<file path="src/rtl/regfile_pkg.sv">
// Shared definitions for the register save/restore sequencer: register indices,
// datapath widths and the sequencer state encoding.
package regfile_pkg;
    localparam int DATA_W = 10;
    localparam int ADDR_W = 10;

    localparam logic [2:0] S0     = 3'd0;
    localparam logic [2:0] S1     = 3'd1;
    localparam logic [2:0] S2     = 3'd2;
    localparam logic [2:0] S3     = 3'd3;
    localparam logic [2:0] RA     = 3'd6;
    localparam logic [2:0] SP     = 3'd7;
    localparam logic [2:0] SP_IDX = SP;

    localparam logic [7:0] DEFAULT_MASK =
        (8'd1 << S0) | (8'd1 << S1) | (8'd1 << S2) | (8'd1 << S3) | (8'd1 << RA);

    typedef enum logic [2:0] {
        IDLE, LD_SP, S_RD, S_WR, R_RD, R_WR, SP_WB, DONE
    } state_t;
endpackage

</file>
<file path="src/rtl/reg_mask_scan.sv">
// Combinational next-set-bit finder over registers 0..6. A current index of 7
// means "not started yet", so the first search covers the whole range.
module reg_mask_scan (
    input  logic [6:0] mask,
    input  logic [2:0] cur,
    input  logic       up,
    output logic [2:0] next_idx,
    output logic       none
);
    always_comb begin
        next_idx = 3'd0;
        none     = 1'b1;
        if (up) begin
            // Walk downward so the last hit is the lowest index above cur.
            for (int i = 6; i >= 0; i--) begin
                if (mask[i] && (cur == 3'd7 || 3'(i) > cur)) begin
                    next_idx = 3'(i);
                    none     = 1'b0;
                end
            end
        end else begin
            for (int i = 0; i <= 6; i++) begin
                if (mask[i] && 3'(i) < cur) begin
                    next_idx = 3'(i);
                    none     = 1'b0;
                end
            end
        end
    end
endmodule

</file>
<file path="src/rtl/regfile_save_restore.sv">
// Saves/restores masked general registers to/from the memory stack and writes
// back the stack pointer. All outputs are registered and set on state entry.
module regfile_save_restore #(
    parameter logic [7:0] SAVE_MASK = regfile_pkg::DEFAULT_MASK,
    parameter int         DATA_W    = regfile_pkg::DATA_W,
    parameter int         ADDR_W    = regfile_pkg::ADDR_W,
    parameter logic [2:0] SP_IDX    = regfile_pkg::SP_IDX
) (
    input  logic              clk_in,
    input  logic              reset,
    input  logic              save_req,
    input  logic              restore_req,
    output logic              busy,
    output logic              done,
    output logic [2:0]        rf_read_reg,
    input  logic [DATA_W-1:0] rf_read_data,
    output logic [2:0]        rf_write_reg,
    output logic [DATA_W-1:0] rf_write_data,
    output logic              rf_write_en,
    output logic [ADDR_W-1:0] mem_addr,
    output logic [DATA_W-1:0] mem_wdata,
    output logic              mem_we,
    output logic              mem_re,
    input  logic [DATA_W-1:0] mem_rdata,
    input  logic              mem_ready
);
    import regfile_pkg::*;

    state_t            state;
    logic              save_mode;
    logic [2:0]        idx;
    logic [ADDR_W-1:0] sp_work;
    logic [DATA_W-1:0] data_lat;
    logic [2:0]        scan_idx;
    logic              scan_none;

    reg_mask_scan u_scan (
        .mask     (SAVE_MASK[6:0]),
        .cur      (idx),
        .up       (save_mode),
        .next_idx (scan_idx),
        .none     (scan_none)
    );

    always_ff @(posedge clk_in or posedge reset) begin
        if (reset) begin
            state         <= IDLE;
            save_mode     <= 1'b0;
            idx           <= 3'd0;
            sp_work       <= '0;
            data_lat      <= '0;
            busy          <= 1'b0;
            done          <= 1'b0;
            rf_read_reg   <= 3'd0;
            rf_write_reg  <= 3'd0;
            rf_write_data <= '0;
            rf_write_en   <= 1'b0;
            mem_addr      <= '0;
            mem_wdata     <= '0;
            mem_we        <= 1'b0;
            mem_re        <= 1'b0;
        end else begin
            busy          <= 1'b1;
            done          <= 1'b0;
            rf_read_reg   <= 3'd0;
            rf_write_reg  <= 3'd0;
            rf_write_data <= '0;
            rf_write_en   <= 1'b0;
            mem_addr      <= '0;
            mem_wdata     <= '0;
            mem_we        <= 1'b0;
            mem_re        <= 1'b0;
            case (state)
                IDLE: begin
                    busy <= save_req | restore_req;
                    if (save_req | restore_req) begin
                        state       <= LD_SP;
                        save_mode   <= save_req;
                        idx         <= 3'd7;
                        rf_read_reg <= SP_IDX;
                    end
                end
                LD_SP: begin
                    sp_work <= ADDR_W'(rf_read_data);
                    if (scan_none) begin
                        state         <= SP_WB;
                        rf_write_en   <= 1'b1;
                        rf_write_reg  <= SP_IDX;
                        rf_write_data <= rf_read_data;
                    end else begin
                        idx <= scan_idx;
                        if (save_mode) begin
                            state       <= S_RD;
                            rf_read_reg <= scan_idx;
                        end else begin
                            state    <= R_RD;
                            mem_re   <= 1'b1;
                            mem_addr <= ADDR_W'(rf_read_data);
                        end
                    end
                end
                S_RD: begin
                    data_lat  <= rf_read_data;
                    sp_work   <= sp_work - 1'b1;
                    state     <= S_WR;
                    mem_we    <= 1'b1;
                    mem_addr  <= sp_work - 1'b1;
                    mem_wdata <= rf_read_data;
                end
                S_WR: begin
                    if (!mem_ready) begin
                        mem_we    <= 1'b1;
                        mem_addr  <= sp_work;
                        mem_wdata <= data_lat;
                    end else if (scan_none) begin
                        state         <= SP_WB;
                        rf_write_en   <= 1'b1;
                        rf_write_reg  <= SP_IDX;
                        rf_write_data <= DATA_W'(sp_work);
                    end else begin
                        idx         <= scan_idx;
                        state       <= S_RD;
                        rf_read_reg <= scan_idx;
                    end
                end
                R_RD: begin
                    if (!mem_ready) begin
                        mem_re   <= 1'b1;
                        mem_addr <= sp_work;
                    end else begin
                        data_lat      <= mem_rdata;
                        sp_work       <= sp_work + 1'b1;
                        state         <= R_WR;
                        rf_write_en   <= 1'b1;
                        rf_write_reg  <= idx;
                        rf_write_data <= mem_rdata;
                    end
                end
                R_WR: begin
                    if (scan_none) begin
                        state         <= SP_WB;
                        rf_write_en   <= 1'b1;
                        rf_write_reg  <= SP_IDX;
                        rf_write_data <= DATA_W'(sp_work);
                    end else begin
                        idx      <= scan_idx;
                        state    <= R_RD;
                        mem_re   <= 1'b1;
                        mem_addr <= sp_work;
                    end
                end
                SP_WB: begin
                    state <= DONE;
                    done  <= 1'b1;
                end
                DONE: begin
                    state <= IDLE;
                    busy  <= 1'b0;
                end
                default: begin
                    state <= IDLE;
                    busy  <= 1'b0;
                end
            endcase
        end
    end
endmodule

</file>
<file path="config.mk">
export PLATFORM = sky130hd
export DESIGN_NAME = regfile_save_restore
export DESIGN_NICKNAME = d
export VERILOG_FILES = /design/src/rtl/regfile_pkg.sv /design/src/rtl/reg_mask_scan.sv /design/src/rtl/regfile_save_restore.sv
export SDC_FILE = /design/constraint.sdc
export NUM_CORES = 1
export LEC_CHECK = 0
export CAP_MARGIN = 25
export CORE_AREA = 2 2 87 89
export DETAILED_ROUTE_END_ITERATION = 10
export DIE_AREA = 0 0 89 91
export PLACE_DENSITY = 0.82
export SLEW_MARGIN = 30
export SYNTH_ARGS = -nofsm -noshare
export SYNTH_HDL_FRONTEND = slang
export SYNTH_SLANG_ARGS = --single-unit
</file>
<file path="constraint.sdc">
create_clock -name clk_in -period 2.3 [get_ports clk_in]
set_input_delay 0.345 -clock clk_in [delete_from_list [all_inputs] [get_ports clk_in]]
set_output_delay 0.345 -clock clk_in [all_outputs]
set_load 0.05 [all_outputs]
</file>
==> flow_metrics.tcl <==
set metrics [dict create \
    status "finished, final reports clean" \
    cts_setup_buffers 0 \
    via_count 3655 \
    stdcell_count 587 \
    reg2reg_to "sp_work[8]$_DFFE_PP0P_" \
    clk_latency_ns 0.35 \
    cts_resized 0 \
    grt_max_degree 27 \
    slew_headroom 0.372 \
    total_power_mw 7.50 \
    crit_type "flip-flop to flip-flop" \
    grt-ovfl-total 0 \
    viasPerCell 6.23 \
    cts_hold_buffers 0 \
    synth-warning-count 0 \
    whs_ns 0.341 \
    grt_first_pass_wirelength_mm 17.7 \
    final_max_slew_viol_count 0 \
    ys_seq_elements 68 \
    drive_above_1_share 0.123 \
    rows 31 \
    track_usage 0.284 \
    finalWirelength_mm 10.8 \
    ys_types 58 \
    cp.arrival_ns 2.40 \
    fin_util 0.673 \
    reg2reg_slack_ns 0.14 \
    netlist_instances 405 \
    fin_area_sq_um 4810 \
    yosys-top-cells-count "dfrtp_1, nand2_1, nor2_1, a21oi_1, o21ai_0" \
    ir_worst_vdd_v 0.000772 \
    p_leak_nw 2.08 \
    crit_chain "inv_1 -> ha_1 -> or4b_1 -> nor2b_1 -> xnor2_1 -> o221ai_1 -> a22o_1" \
    tightest_slew_ns 0.937 \
    syn_to_final_growth_pct 31.1 \
    die_y_um 91 \
    detailed_place_hpwl_mm 7.61 \
    pre_cts_ws_ns 0.0375 \
    synth_area_per_cell_sq_um 9.05 \
    setup_viol 0 \
    path_clk_slew_ns 0.08 \
    antenna_left 0 \
    clock_path_buffers 2 \
    drt_iter0_markers 462 \
    synth_most_common_cell "dfrtp_1" \
    post_dp_cell_area_sq_um 4580 \
    slowest_stage "or4b_1" \
    core_sq_um 7140 \
    min_period_ns 2.16 \
    gp_congestion 0.936 \
    clock-sinks 68 \
    dr.pass1.iters 6 \
    htreeDepth 3 \
    rsz0062_at_grt "no" \
    fin_crit_sh 0.939 \
    async_flop_share 1.00 \
    fin_ws_ns 0.140 \
    wl_per_cell_um 18.4 \
    crit_fanout 6 \
    initial_core_util 0.513 \
    io_pins 66 \
    cp_slowest_stage_delay_ns 0.56 \
    cp_data_required_time_ns 2.55 \
    antenna_found_initial 0 \
    power.density_nw_per_um2 1560 \
    cts_root_buffer "clkbuf_8" \
    drv_cap 0 \
    syn-num-nets 432 \
    end_kind "flip-flop" \
    r2r-start "sp_work[0]$_DFFE_PP0P_" \
    port_buffers 65 \
    fp.dieW_um 89 \
    antenna_cells 0 \
    synth_edf_count 0 \
    holdCritPathClass "input pin to async pin" \
    synthFlopType "dfrtp_1" \
    placedCellCount 571 \
    startpoint_type "flip-flop" \
    seq_area_frac_synth 0.464 \
    dieArea_sq_um 8100 \
    netlist.area_leader.share 0.464 \
    hold_violations 0 \
    syn_area_sq_um 3660 \
    synth_area_leaders "dfrtp_1, nand2_1, nor2_1" \
    finalClockSkew_ns 0.00524 \
    grt_pass1_vias 3571 \
    reg2reg_depth 7 \
    synth.largest_area_cell "dfrtp_1" \
    cts_buffers 9 \
    cts_tree "built" \
    clock.fmax_ghz 0.463 \
    drc_errors 0 \
    nets 510 \
    fillCellCount 607 \
    tns_ns 0 \
]
==> worst max-delay path, delay by kind of cell, from the launching register on <==
| kind | cells | cell delay, ns |
|---|---|---|
| simple gates | 2 | 0.75 |
| xor+xnor | 1 | 0.19 |
| fa+ha+maj | 1 | 0.26 |
| compound gates | 2 | 0.38 |
| buf+inv | 1 | 0.07 |
| flops | 1 | 0.39 |
==> final cells by class <==
cell class	count	area (sq um)	share of cell area
sequential	68	1700	0.354
tap	99	124	0.0258
clock inverter	7	98.8	0.0206
multi-input combinational	292	1790	0.372
inverter	15	56.3	0.0117
clock buffer	9	124	0.0258
timing repair buffer	97	916	0.191
==> worst max-delay path by stage <==
stage | slack (ns) | cells past startpoint | end | startpoint
6_report | 0.14 | 7 | sp_work[8]$_DFFE_PP0P_ | sp_work[0]$_DFFE_PP0P_
5_1_grt | 0.02 | 7 | sp_work[6]$_DFFE_PP0P_ | sp_work[0]$_DFFE_PP0P_
4_1_cts | 0.17 | 7 | sp_work[8]$_DFFE_PP0P_ | sp_work[0]$_DFFE_PP0P_
3_5_place_dp | 0.04 | 5 | mem_addr[4]$_DFF_PP0_ | mem_ready
3_3_place_gp | 0.12 | 5 | mem_addr[4]$_DFF_PP0_ | mem_ready
2_1_floorplan | 0.20 | 8 | sp_work[8]$_DFFE_PP0P_ | sp_work[0]$_DFFE_PP0P_
==> placed cells by master, fill, tap and decap left out, types with 2 or more instances in the layout <==
cell and count:
clkdlybuf4s50_1 65, nand4_1 4, nor3_1 7, o21a_1 3
and3_1 3, a221o_1 9, buf_4 30, buf_12 2
ha_1 2, o21ai_0 28, a22o_1 15, or3_1 5
nand2_1 49, inv_1 13, nand3_1 5, inv_2 2
a31oi_1 13, xnor2_1 4, a222oi_1 8, a21oi_1 30
a21o_1 2, mux2i_1 2, clkbuf_8 9, o22ai_1 2
nand2b_1 7, o221ai_1 4, nor2_1 43, a32oi_1 3
o211ai_1 4, nor2b_1 7, dfrtp_1 68, bufinv_16 2
clkinv_4 2, xor2_1 5, nor4_1 2
==> metal layers <==
layer  global-route usage  part of all wire  vias up
met5                    0                 0        -
met4               0.0995             0.028        0
met3               0.0782              0.11       40
met2                0.443              0.48      261
met1                0.378              0.38     1713
li1                     -                 -     1641
==> where the power goes <==
group	internal [mW]	switching [mW]	leakage [nW]	total, mW
sequential	1.66	0.397	0.860	2.06
combinational	1.62	2.72	1.11	4.34
clock	0.615	0.489	0.110	1.10
total	3.90	3.60	2.08	7.50
==> cell families after synthesis <==
logic type      Yosys count  synth area share
compound gates          137             0.264
xor+xnor                  9            0.0215
fa+ha+maj                 2           0.00683
buf+inv                  45            0.0485
flops                    68             0.464
mux                       2           0.00546
simple gates            142             0.190
Note: power is estimated with default switching activity, not from simulation.
